==> src/rtl/cve2_pkg.sv <==
// Shared types and constants for the OBI-to-SRAM bridge.
package cve2_pkg;

  localparam int unsigned MaxMemLatency = 4;
  localparam int unsigned BusWidth      = 32;
  localparam int unsigned BeWidth       = BusWidth / 8;

  // One slot of the fixed-latency response pipe.
  typedef struct packed {
    logic valid;
    logic is_read;
    logic err;
  } bridge_resp_t;

endpackage

==> src/rtl/cve2_obi_mem_bridge_if.sv <==
// Core-side request/response bus (req/gnt/rvalid) of the memory bridge.
interface cve2_obi_mem_bridge_if;
  import cve2_pkg::*;

  logic                req;
  logic                gnt;
  logic                we;
  logic [BeWidth-1:0]  be;
  logic [BusWidth-1:0] addr;
  logic [BusWidth-1:0] wdata;
  logic                rvalid;
  logic [BusWidth-1:0] rdata;
  logic                err;

  modport master (
    output req, we, be, addr, wdata,
    input  gnt, rvalid, rdata, err
  );

  modport slave (
    input  req, we, be, addr, wdata,
    output gnt, rvalid, rdata, err
  );

endinterface

==> src/rtl/cve2_obi_resp_pipe.sv <==
// Fixed-depth shift register carrying response descriptors from grant to rvalid.
module cve2_obi_resp_pipe
  import cve2_pkg::*;
#(
  parameter int unsigned Depth = 1
) (
  input  logic         clk_i,
  input  logic         rst_ni,
  input  bridge_resp_t in_i,
  output bridge_resp_t out_o
);

  bridge_resp_t stage_q [Depth];

  // Shift every cycle; reset drops anything in flight.
  always_ff @(posedge clk_i or negedge rst_ni) begin
    if (!rst_ni) begin
      for (int unsigned i = 0; i < Depth; i++) begin
        stage_q[i] <= '0;
      end
    end else begin
      stage_q[0] <= in_i;
      for (int unsigned i = 1; i < Depth; i++) begin
        stage_q[i] <= stage_q[i-1];
      end
    end
  end

  assign out_o = stage_q[Depth-1];

endmodule

==> src/rtl/cve2_obi_mem_bridge.sv <==
// Slave bridge from the core req/gnt/rvalid bus to a single-port synchronous SRAM.
// Optional address range check: define CVE2_BRIDGE_RANGE_CHK_EN.
module cve2_obi_mem_bridge
  import cve2_pkg::*;
#(
  parameter int unsigned MemLatency     = 1,
  parameter int unsigned MaxOutstanding = 2,
  parameter int unsigned AddrWidth      = 14,
  parameter logic [31:0] BaseAddr       = 32'h0
) (
  input  logic                  clk_i,
  input  logic                  rst_ni,
  cve2_obi_mem_bridge_if.slave  bus,
  output logic                  mem_req_o,
  output logic                  mem_we_o,
  output logic [BeWidth-1:0]    mem_be_o,
  output logic [AddrWidth-1:0]  mem_addr_o,
  output logic [BusWidth-1:0]   mem_wdata_o,
  input  logic [BusWidth-1:0]   mem_rdata_i
);

  localparam int unsigned PipeDepth = (MemLatency > MaxMemLatency) ? MaxMemLatency :
                                      (MemLatency < 1)             ? 1 : MemLatency;
  localparam int unsigned CntWidth  = $clog2(MaxOutstanding + 1);

  logic [CntWidth-1:0] outstanding_q;
  logic [BusWidth-1:0] addr_off;
  logic                legal;
  logic                gnt;
  logic                issue;
  logic                retire;
  bridge_resp_t        resp_in;
  bridge_resp_t        resp_out;
  logic                unused_addr_bits;

  assign addr_off = bus.addr - BaseAddr;

`ifdef CVE2_BRIDGE_RANGE_CHK_EN
  assign legal = (addr_off[BusWidth-1:AddrWidth+2] == '0);
`else
  // Upper offset bits ignored: the window aliases across the address space.
  assign legal = 1'b1;
`endif

  assign unused_addr_bits = ^{addr_off[BusWidth-1:AddrWidth+2], addr_off[1:0]};

  // A response retiring this cycle frees its slot for a same-cycle grant.
  assign retire = resp_out.valid;
  assign gnt    = bus.req & ((outstanding_q < CntWidth'(MaxOutstanding)) | retire);
  assign issue  = gnt & legal;

  assign bus.gnt     = gnt;
  assign mem_req_o   = issue;
  assign mem_we_o    = issue & bus.we;
  assign mem_be_o    = issue ? bus.be : '0;
  assign mem_addr_o  = addr_off[AddrWidth+1:2];
  assign mem_wdata_o = bus.wdata;

  // Track granted-but-unanswered transactions.
  always_ff @(posedge clk_i or negedge rst_ni) begin
    if (!rst_ni) begin
      outstanding_q <= '0;
    end else if (gnt && !retire) begin
      outstanding_q <= outstanding_q + CntWidth'(1);
    end else if (!gnt && retire) begin
      outstanding_q <= outstanding_q - CntWidth'(1);
    end
  end

  assign resp_in = '{valid: gnt, is_read: ~bus.we, err: ~legal};

  cve2_obi_resp_pipe #(
    .Depth (PipeDepth)
  ) u_resp_pipe (
    .clk_i  (clk_i),
    .rst_ni (rst_ni),
    .in_i   (resp_in),
    .out_o  (resp_out)
  );

  assign bus.rvalid = resp_out.valid;
  assign bus.err    = resp_out.valid & resp_out.err;
  assign bus.rdata  = (resp_out.valid & resp_out.is_read & ~resp_out.err) ? mem_rdata_i : '0;

endmodule

==> src/flat_wrapper.sv <==
// flat-port wrapper written by rule: the top's interface ports become plain ports
module cve2_obi_mem_bridge_flat import cve2_pkg::*;
#(
  parameter int unsigned MemLatency     = 1,
  parameter int unsigned MaxOutstanding = 2,
  parameter int unsigned AddrWidth      = 14,
  parameter logic [31:0] BaseAddr       = 32'h0
)
  (clk_i, rst_ni, mem_req_o, mem_we_o, mem_be_o, mem_addr_o, mem_wdata_o, mem_rdata_i, bus_req, bus_we, bus_be, bus_addr, bus_wdata, bus_gnt, bus_rvalid, bus_rdata, bus_err);
  cve2_obi_mem_bridge_if bus_i ();
  input  logic clk_i;
  input  logic rst_ni;
  output logic mem_req_o;
  output logic mem_we_o;
  output logic [BeWidth-1:0] mem_be_o;
  output logic [AddrWidth-1:0] mem_addr_o;
  output logic [BusWidth-1:0] mem_wdata_o;
  input  logic [BusWidth-1:0] mem_rdata_i;
  input wire logic [$bits(bus_i.req)-1:0] bus_req;
  input wire logic [$bits(bus_i.we)-1:0] bus_we;
  input wire logic [$bits(bus_i.be)-1:0] bus_be;
  input wire logic [$bits(bus_i.addr)-1:0] bus_addr;
  input wire logic [$bits(bus_i.wdata)-1:0] bus_wdata;
  output wire logic [$bits(bus_i.gnt)-1:0] bus_gnt;
  output wire logic [$bits(bus_i.rvalid)-1:0] bus_rvalid;
  output wire logic [$bits(bus_i.rdata)-1:0] bus_rdata;
  output wire logic [$bits(bus_i.err)-1:0] bus_err;
  assign bus_i.req = bus_req;
  assign bus_i.we = bus_we;
  assign bus_i.be = bus_be;
  assign bus_i.addr = bus_addr;
  assign bus_i.wdata = bus_wdata;
  assign bus_gnt = bus_i.gnt;
  assign bus_rvalid = bus_i.rvalid;
  assign bus_rdata = bus_i.rdata;
  assign bus_err = bus_i.err;
  cve2_obi_mem_bridge #(.MemLatency(MemLatency), .MaxOutstanding(MaxOutstanding), .AddrWidth(AddrWidth), .BaseAddr(BaseAddr)) u_core (.clk_i(clk_i), .rst_ni(rst_ni), .bus(bus_i), .mem_req_o(mem_req_o), .mem_we_o(mem_we_o), .mem_be_o(mem_be_o), .mem_addr_o(mem_addr_o), .mem_wdata_o(mem_wdata_o), .mem_rdata_i(mem_rdata_i));
endmodule
==> config.mk <==
export PLATFORM = sky130hd
export DESIGN_NAME = cve2_obi_mem_bridge_flat
export DESIGN_NICKNAME = d
export VERILOG_FILES = /design/src/rtl/cve2_pkg.sv /design/src/rtl/cve2_obi_mem_bridge_if.sv /design/src/rtl/cve2_obi_resp_pipe.sv /design/src/rtl/cve2_obi_mem_bridge.sv /design/src/flat_wrapper.sv
export SDC_FILE = /design/constraint.sdc
export NUM_CORES = 1
export LEC_CHECK = 0
export CAP_MARGIN = 20
export CELL_PAD_IN_SITES_DETAIL_PLACEMENT = 1
export CELL_PAD_IN_SITES_GLOBAL_PLACEMENT = 2
export CORE_MARGIN = 2
export CORE_UTILIZATION = 10
export CTS_BUF_LIST = sky130_fd_sc_hd__clkbuf_8
export DETAILED_ROUTE_END_ITERATION = 8
export GPL_ROUTABILITY_DRIVEN = 0
export MAX_ROUTING_LAYER = met4
export PLACE_DENSITY_LB_ADDON = 0.1
export SLEW_MARGIN = 20
export SYNTH_ARGS = -nofsm -noshare
export SYNTH_HDL_FRONTEND = slang
export SYNTH_HIERARCHICAL = 1
export SYNTH_SLANG_ARGS = --single-unit
==> constraint.sdc <==
create_clock -name clk_i -period 2.2 [get_ports clk_i]
set_clock_uncertainty 0.15 [all_clocks]
set_input_delay 0.33 -clock clk_i [delete_from_list [all_inputs] [get_ports clk_i]]
set_output_delay 0.33 -clock clk_i [all_outputs]
set_load 0.005 [all_outputs]
Word level (Yosys, flattened, before mapping)

Cells that the tools add are included.

Bits in registers: 4
Bits of input ports: 104
Output and inout port bits: 87
Logic and storage cells: 20

$add $sub $neg: 2
Magnitude comparators: 1
Muxes and demuxes: 4
Bitwise gates (word level): 5
Reductions and logical operators: 5

Operators by type and width:

| kind                                               | number |
|---|---|
| two-way mux 32 bit                                 | 1 |
| two-way mux 2 bit                                  | 2 |
| two-way mux 4 bit                                  | 1 |
| bitwise AND 1 bit                                  | 3 |
| adder 2 x 1 -> 2 bit (second input constant)       | 1 |
| logical AND 1 bit                                  | 2 |
| logical NOT 1 bit                                  | 2 |
| less-than comparator 2 bit (second input constant) | 1 |
| nonzero test 2 bit                                 | 1 |
| subtractor 2 x 1 -> 2 bit (second input constant)  | 1 |
| NOT 1 bit                                          | 1 |
| OR 1 bit                                           | 1 |

Depth between registers and ports, before layout

Gate-level depths: netlist (run 1).

Depth after elaboration: 7
Gate-level depth with buffers: 6
Depth with buffers taken out: 6

Cells and area by module

The synthesis (run 1) kept the hierarchy.

Modules (own cells, without submodules):

| module              | times used | cells an instance | area each (sq um) |
|---|---|---|---|
| cve2_obi_mem_bridge | 1          | 100               | 735.7 |
| cve2_obi_resp_pipe  | 1          | 3                 | 75.1 |

Worst setup path before layout (run 1)

Ideal clock, no wire load.

Path kind: flip-flop to flip-flop
Start point: reg u_core.u_resp_pipe.stage_q, in the netlist u_core/u_resp_pipe/out_o[2]
End point: reg u_core.outstanding_q[1]
Library setup time: 0.125 ns
Arrival: 1.361 ns
Data required time: 1.925 ns
Setup slack: 0.564 ns
Cell stages (with the launch flop): 7
Path buffers: 0
Cells stage by stage: dfrtp_1 -> inv_2 -> a21boi_1 -> ha_1 -> xor2_1 -> nor2_1 -> xor2_1

Cells in the longest elaborated chain, start to end: 5
Elaborated cells between the ends (all ways): 8
Classes of those cells: mux (1); bitwise (2); reduce/logical (5)

Ends and longest elaborated chain:

| element                          | line                      | source |
|---|---|---|
| start: declaration               | cve2_obi_resp_pipe.sv:13  | `bridge_resp_t stage_q [Depth];` |
| start signal: indexed assignment | cve2_obi_resp_pipe.sv:24  | `stage_q[i] <= stage_q[i-1];` |
| OR 1 bit *                       | cve2_obi_mem_bridge.sv:49 | `assign gnt = bus.req & ((outstanding_q < CntWidth'(MaxOutstanding)) \| retire);` |
| bitwise AND 1 bit *              | cve2_obi_mem_bridge.sv:49 |  |
| named net bus_gnt                | flat_wrapper.sv:24        | `output wire logic [$bits(bus_i.gnt)-1:0] bus_gnt;` |
| logical NOT 1 bit                | cve2_obi_mem_bridge.sv:65 | `end else if (!gnt && retire) begin` |
| logical AND 1 bit                | cve2_obi_mem_bridge.sv:65 |  |
| nonzero test 2 bit (no line)     | n/a                       |  |
| end signal: assignment           | cve2_obi_mem_bridge.sv:64 | `outstanding_q <= outstanding_q + CntWidth'(1);` |
| end signal: assignment           | cve2_obi_mem_bridge.sv:66 | `outstanding_q <= outstanding_q - CntWidth'(1);` |
| end: declaration                 | cve2_obi_mem_bridge.sv:26 | `logic [CntWidth-1:0] outstanding_q;` |

Mark *: on every way through the listed nets, which the timed path passes. The rest lies on a longest branch.
A chain may end at the register's enable or synchronous reset.

Final worst setup path (run 1)

Start point: reg u_core.u_resp_pipe.stage_q, in the netlist u_core/u_resp_pipe/out_o[2]
End point: out bus_rdata[3]

Cells in the longest elaborated chain, start to end: 2

Ends and longest elaborated chain:

| element            | line                      | source |
|---|---|---|
| bitwise AND 1 bit  | cve2_obi_mem_bridge.sv:83 | `assign bus.rdata = (resp_out.valid & resp_out.is_read & ~resp_out.err) ? mem_rdata_i : '0;` |
| two-way mux 32 bit | cve2_obi_mem_bridge.sv:83 |  |
| end: declaration   | flat_wrapper.sv:26        | `output wire logic [$bits(bus_i.rdata)-1:0] bus_rdata;` |

No other way between the ends.

==> results.py, run 1 <==
metrics = {
    "global_route": {
        "grt_pass1_vias": 816,
        "antenna_found_initial": 0,
        "grt_max_degree": 33,
        "grt.total_usage_pct": 6.46,
        "grt_first_pass_wirelength_mm": 4.27,
        "overflow": 0,
    },
    "detailed_routing": {
        "wl_mm": 3.17,
        "via_count": 776,
        "first_pass_iters": 2,
        "via_per_inst": 3.08,
        "detail-route-antenna-nets": 0,
        "drc_errors": 0,
        "drt-initial-drc-count": 6,
        "avgRoutedWirePerCell_microns": 12.6,
    },
    "cells_and_area": {
        "synthToLayoutAreaGrowth_pct": 89.7,
        "nNetsFinal": 256,
        "fin_util_pct": 19.7,
        "antenna_cells": 0,
        "finalInstanceArea_sq_mm": 0.00154,
        "fillerInstances": 932,
        "drive_gt1_share_pct": 12.7,
    },
    "cts": {
        "cts_root_buffer": "clkbuf_8",
        "hold_buffers": 0,
        "clock_sinks": 5,
        "cts_tree": "done",
        "htreeDepth": 1,
        "insertion_delay_ns": 0.22,
        "clk_path_buf_depth": 2,
        "path_clk_slew_ns": 0.03,
        "cts-buffers-inserted": 3,
    },
    "critical_path": {
        "reg2reg_depth": 7,
        "r2r_end": "u_core/outstanding_q[1]$_DFFE_PN0P_",
        "critical_path.max_fanout": 16,
        "start_kind": "flip-flop",
        "crit_end": "bus_rdata[3]",
        "r2r-start": "u_core/u_resp_pipe/out_o[2]$_DFF_PN0_",
        "critPathArrivalTime_ns": 1.58,
        "end_kind": "primary output",
        "crit_type": "reg -> out",
        "worstSetupStartpoint": "u_core/u_resp_pipe/out_o[2]$_DFF_PN0_",
        "rrSetupSlack_ns": 0.53,
        "required_ns": 1.72,
    },
    "power": {
        "swShare_pct": 28.3,
        "pwr-share-comb_pct": 57.1,
        "p_leak_uw": 0.000834,
        "switching_power_uw": 202,
        "p_int_uw": 512,
        "p_clk_share_pct": 22.3,
        "power_frac_seq_pct": 20.6,
        "power_density_mw_per_mm2": 464,
        "ir_drop_mv": 0.171,
    },
    "min_path": {
        "hold_path.class": "in -> async",
    },
    "floorplanning": {
        "start_util_pct": 10.4,
        "coreArea_sq_mm": 0.00781,
        "rows": 32,
        "die_h_microns": 94.0,
        "die_w_microns": 94.0,
        "dieArea_sq_mm": 0.00884,
        "io-pin-count": 191,
    },
    "sta": {
        "fin_crit_sh_pct": 93.5,
        "hold_viol": 0,
        "finalSetupViolCount": 0,
        "holdWs_ns": 0.190,
        "setup_tns_ns": 0,
        "rsz0062_at_grt": "false",
        "min_period_ns": 2.06,
        "fmax_ghz": 0.486,
        "report.final.slew_viol_count": 0,
    },
    "synthesis": {
        "ys_types": 13,
        "syn-cell-area_sq_um": 811,
        "netlist_instances": 103,
        "synth_edf_count": 0,
        "synth_largest_area_cell": "buf_4",
        "synth_ff_type": "dfrtp_1",
        "synthTopCellsByArea": "buf_4 (44%), and2_1 (29%), dfrtp_1 (15%), nor3b_4 (2.3%), xor2_1 (2.2%)",
        "ys_seq_area_share_pct": 15.4,
        "synthesis.nets": 208,
        "synth_top_area_share_pct": 43.5,
        "synth.avg_cell_area_sq_um": 7.87,
        "yosysWarnings": 6,
        "synth_commonest_cells": "buf_4 (47), and2_1 (38), dfrtp_1 (5)",
        "synth_seq_cells": 5,
        "synth_most_common_cell": "buf_4",
        "async_flop_share_pct": 100,
    },
    "run": {
        "maxCapViolCount": 0,
    },
    "run_status": {
        "outcome": "complete, no violations",
    },
    "place": {
        "place_area_sq_mm": 0.00141,
        "dpl.hpwl_mm": 2.55,
        "io_buffers": 80,
    },
}
## critical path, stage by stage (launching register included)
cell and delay, ns:
dfrtp_1 0.36, inv_2 0.08, nor3b_4 0.23, buf_4 0.16
clkbuf_16 0.15, and2_1 0.12, dlygate4sd2_1 0.25
## power by group through the flow
stage | Sequential, uW | Clock [uW] | Combinational, uW
floorplan | 139 | 0 | 199
global placement | 141 | 0 | 356
detailed placement | 143 | 0 | 362
CTS | 144 | 165 | 385
global route | 151 | 175 | 448
finish | 147 | 159 | 407
## repair_timing
item,CTS,global route
resized for setup,37,5
gates cloned,0,1
setup buffers,4,5
pin swaps,0,1
setup endpoints to repair,35,6
## flip-flops by register name, summed over array words and instances, names as in the netlist
register	cells
u_core/u_resp_pipe/out_o	3
u_core/outstanding_q	2
## cells in the final DEF, fill, tap and decap left out, types with 2 or more instances in the layout
cell type | synthesis | routed
dlymetal6s2s_1 | 0 | 4
clkdlybuf4s50_1 | 0 | 41
inv_1 | 1 | 2
and2_1 | 38 | 38
buf_12 | 0 | 2
buf_4 | 47 | 9
xor2_1 | 2 | 2
clkbuf_8 | 0 | 3
dlygate4sd2_1 | 0 | 35
dfrtp_1 | 5 | 5
## worst min-delay path by stage
stage,start,endpoint,slack (ns),depth (start not counted)
2_1_floorplan,rst_ni,u_core/outstanding_q[0]$_DFFE_PN0P_,-0.12,0
3_3_place_gp,u_core/outstanding_q[1]$_DFFE_PN0P_,u_core/outstanding_q[1]$_DFFE_PN0P_,0.31,1
3_5_place_dp,u_core/outstanding_q[1]$_DFFE_PN0P_,u_core/outstanding_q[1]$_DFFE_PN0P_,0.33,1
4_1_cts,rst_ni,u_core/outstanding_q[1]$_DFFE_PN0P_,0.20,1
5_1_grt,rst_ni,u_core/u_resp_pipe/out_o[2]$_DFF_PN0_,0.21,1
6_report,rst_ni,u_core/outstanding_q[1]$_DFFE_PN0P_,0.19,1
## final cells by class
cell class / instances / area (sq um) / share of cell area [%]
Clock buffer: 3 / 41.3 / 2.69
Clock inverter: 1 / 3.75 / 0.244
Inverter: 2 / 7.51 / 0.488
Multi-Input combinational cell: 46 / 322 / 20.9
Sequential cell: 5 / 125 / 8.14
Tap cell: 102 / 128 / 8.30
Timing Repair Buffer: 93 / 911 / 59.2
## logic make-up (layout without fill, tap and decap cells)
kind of cell	Yosys count	count (layout)	share of synthesized area (%)
other	1	1	0.463
XOR/XNOR	3	3	3.24
AO/OA/AOI/OAI	1	1	0.926
flip-flops	5	5	15.4
buffers and inverters	52	99	46.3
AND/OR/NAND/NOR	40	40	32.1
adder cells (fa/ha/maj)	1	1	1.54
## per-layer routing
metal | up-vias | GRT usage [%] | part of all wire, %
met4 | 0 | 2.66 | 1.3
met1 | 345 | 5.82 | 34
li1 | 352 | - | -
met5 | - | - | 0
met3 | 10 | 2.89 | 13
met2 | 69 | 11.8 | 52
## stage by stage
step,cells,power (uW),setup slack (ns)
finish,252,714,0.144
global route,252,774,0.0324
CTS,246,694,-0.0146
detailed placement,238,505,-0.0962
global placement,238,497,-0.0942
floorplan,103,338,0.564
No activity file was read; power rests on OpenSTA's default activity.
==> inputs of run 2 (changes only) <==
CELL_PAD_IN_SITES_DETAIL_PLACEMENT = 0   (was 1)
CELL_PAD_IN_SITES_GLOBAL_PLACEMENT = 1   (was 2)
CORE_MARGIN = not set   (was 2)
==> results.py, run 2 (same netlist as run 1, synthesis figures left out) <==
metrics = {
    "critical_path": {
        "critPathTopFamily": "buffers and inverters",
        "critical_path.max_fanout": 6,
        "required_ns": 1.72,
        "start_kind": "input pin",
        "cp_slowest_cell": "clkdlybuf4s50_1",
        "critPathArrivalTime_ns": 1.69,
        "cp_cell_sequence": "clkdlybuf4s50_1 -> a21boi_4 -> buf_6 -> buf_4 -> clkdlybuf4s50_1",
        "end_kind": "primary output",
        "cpMostUsedCell": "clkdlybuf4s50_1",
        "path_buf_inv": 4,
        "crit_type": "in -> out",
        "slowest_delay_ns": 0.48,
    },
    "cts": {
        "htreeDepth": 1,
        "clock_sinks": 5,
        "path_clk_slew_ns": 0.04,
        "cts_tree": "done",
        "clk_path_buf_depth": 2,
        "cts-buffers-inserted": 3,
        "cts_root_buffer": "clkbuf_8",
        "insertion_delay_ns": 0.22,
        "hold_buffers": 0,
    },
    "detailed_routing": {
        "via_count": 770,
        "drt-initial-drc-count": 1,
        "detail-route-antenna-nets": 0,
        "first_pass_iters": 2,
        "avgRoutedWirePerCell_microns": 11.3,
        "via_per_inst": 3.02,
        "wl_mm": 2.89,
        "drc_errors": 0,
    },
    "power": {
        "power_density_mw_per_mm2": 459,
        "ir_drop_mv": 0.284,
        "total_power_uw": 709,
        "p_leak_uw": 0.000829,
    },
    "floorplanning": {
        "start_util_pct": 10.4,
        "die_w_microns": 92.0,
        "io-pin-count": 191,
        "dieArea_sq_mm": 0.00847,
        "coreArea_sq_mm": 0.00777,
        "rows": 32,
        "die_h_microns": 92.0,
    },
    "place": {
        "io_buffers": 80,
        "dp.cells": 238,
        "dpl.hpwl_mm": 2.12,
        "preCtsSetupSlack_ns": -0.0592,
    },
    "cells_and_area": {
        "synthToLayoutAreaGrowth_pct": 90.7,
        "largest_reg_flops": 3,
        "regArea_sq_um": 125,
        "nNetsFinal": 259,
        "multi_input_area_sq_um": 322,
        "final_cells": 255,
        "layout_common_cells": "clkdlybuf4s50_1 (43), and2_1 (38), dlygate4sd2_1 (34)",
        "fin_util_pct": 19.9,
        "fillerInstances": 883,
        "final_common_cell": "clkdlybuf4s50_1",
        "antenna_cells": 0,
        "drive_gt1_share_pct": 14.4,
    },
    "run_status": {
        "outcome": "complete, no violations",
    },
    "global_route": {
        "overflow": 0,
        "grt_first_pass_wirelength_mm": 3.75,
        "antenna_found_initial": 0,
        "grt.total_usage_pct": 5.57,
        "grt_max_degree": 33,
        "grt_pass1_vias": 765,
    },
    "sta": {
        "setup_slack_ns": 0.0335,
        "fmax_ghz": 0.462,
        "min_period_ns": 2.17,
        "fin_crit_sh_pct": 98.5,
        "hold_viol": 0,
        "holdWs_ns": 0.186,
        "finalSetupViolCount": 0,
        "report.final.slew_viol_count": 0,
    },
    "run": {
        "maxCapViolCount": 0,
    },
    "min_path": {
        "hold_path.class": "in -> async",
    },
}
run 2: power by group:
group          total (uW)  switching (uW)  internal [uW]
registers             147            26.2            121
logic                 401             131            270
clock network         161            42.0            119
run 2: metal layers:
metal  up-vias  GRT usage [%]  part of all wire [%]
li1        357              -                     -
met1       323           4.61                    32
met2        70           10.7                    53
met3        20           2.16                    11
met4         0           2.73                   3.1
met5         -              -                     0
run 2: final timing paths:
| check | start | endpoint | slack, ns | depth (start not counted) |
|---|---|---|---|---|
| setup / recovery | bus_req | bus_gnt | 0.03 | 5 |
| hold / removal | rst_ni | u_core/u_resp_pipe/out_o[2]$_DFF_PN0_ | 0.19 | 1 |
| setup reg to reg | u_core/u_resp_pipe/out_o[2]$_DFF_PN0_ | u_core/outstanding_q[1]$_DFFE_PN0P_ | 0.39 | 8 |
| hold reg to reg | u_core/outstanding_q[0]$_DFFE_PN0P_ | u_core/outstanding_q[0]$_DFFE_PN0P_ | 0.35 | 1 |
| max in group asynchronous | rst_ni | u_core/u_resp_pipe/out_o[0]$_DFF_PN0_ | 1.52 | 1 |
| min in group clk_i | u_core/outstanding_q[0]$_DFFE_PN0P_ | u_core/outstanding_q[0]$_DFFE_PN0P_ | 0.35 | 1 |
run 2: final cells by class:
type,instances,share of cell area [%]
Clock buffer,3,2.67
Tap cell,102,8.25
Clock inverter,1,0.243
Inverter,2,0.485
Multi-Input combinational cell,46,20.8
Sequential cell,5,8.09
Timing Repair Buffer,96,59.5
run 2: timing repair:
action / 4_1_cts / 5_1_grt
gates cloned: 0 / 1
pin swaps: 0 / 1
resized for setup: 36 / 4
setup endpoints to repair: 37 / 5
setup buffers: 3 / 9
run 2: metrics by stage:
step,TNS (ns),instance area (sq um)
6_report,0,1550
5_1_grt,-0.0256,1550
4_1_cts,-0.100,1440
3_5_place_dp,-0.274,1410
3_3_place_gp,-0.382,1410
2_1_floorplan,0,811
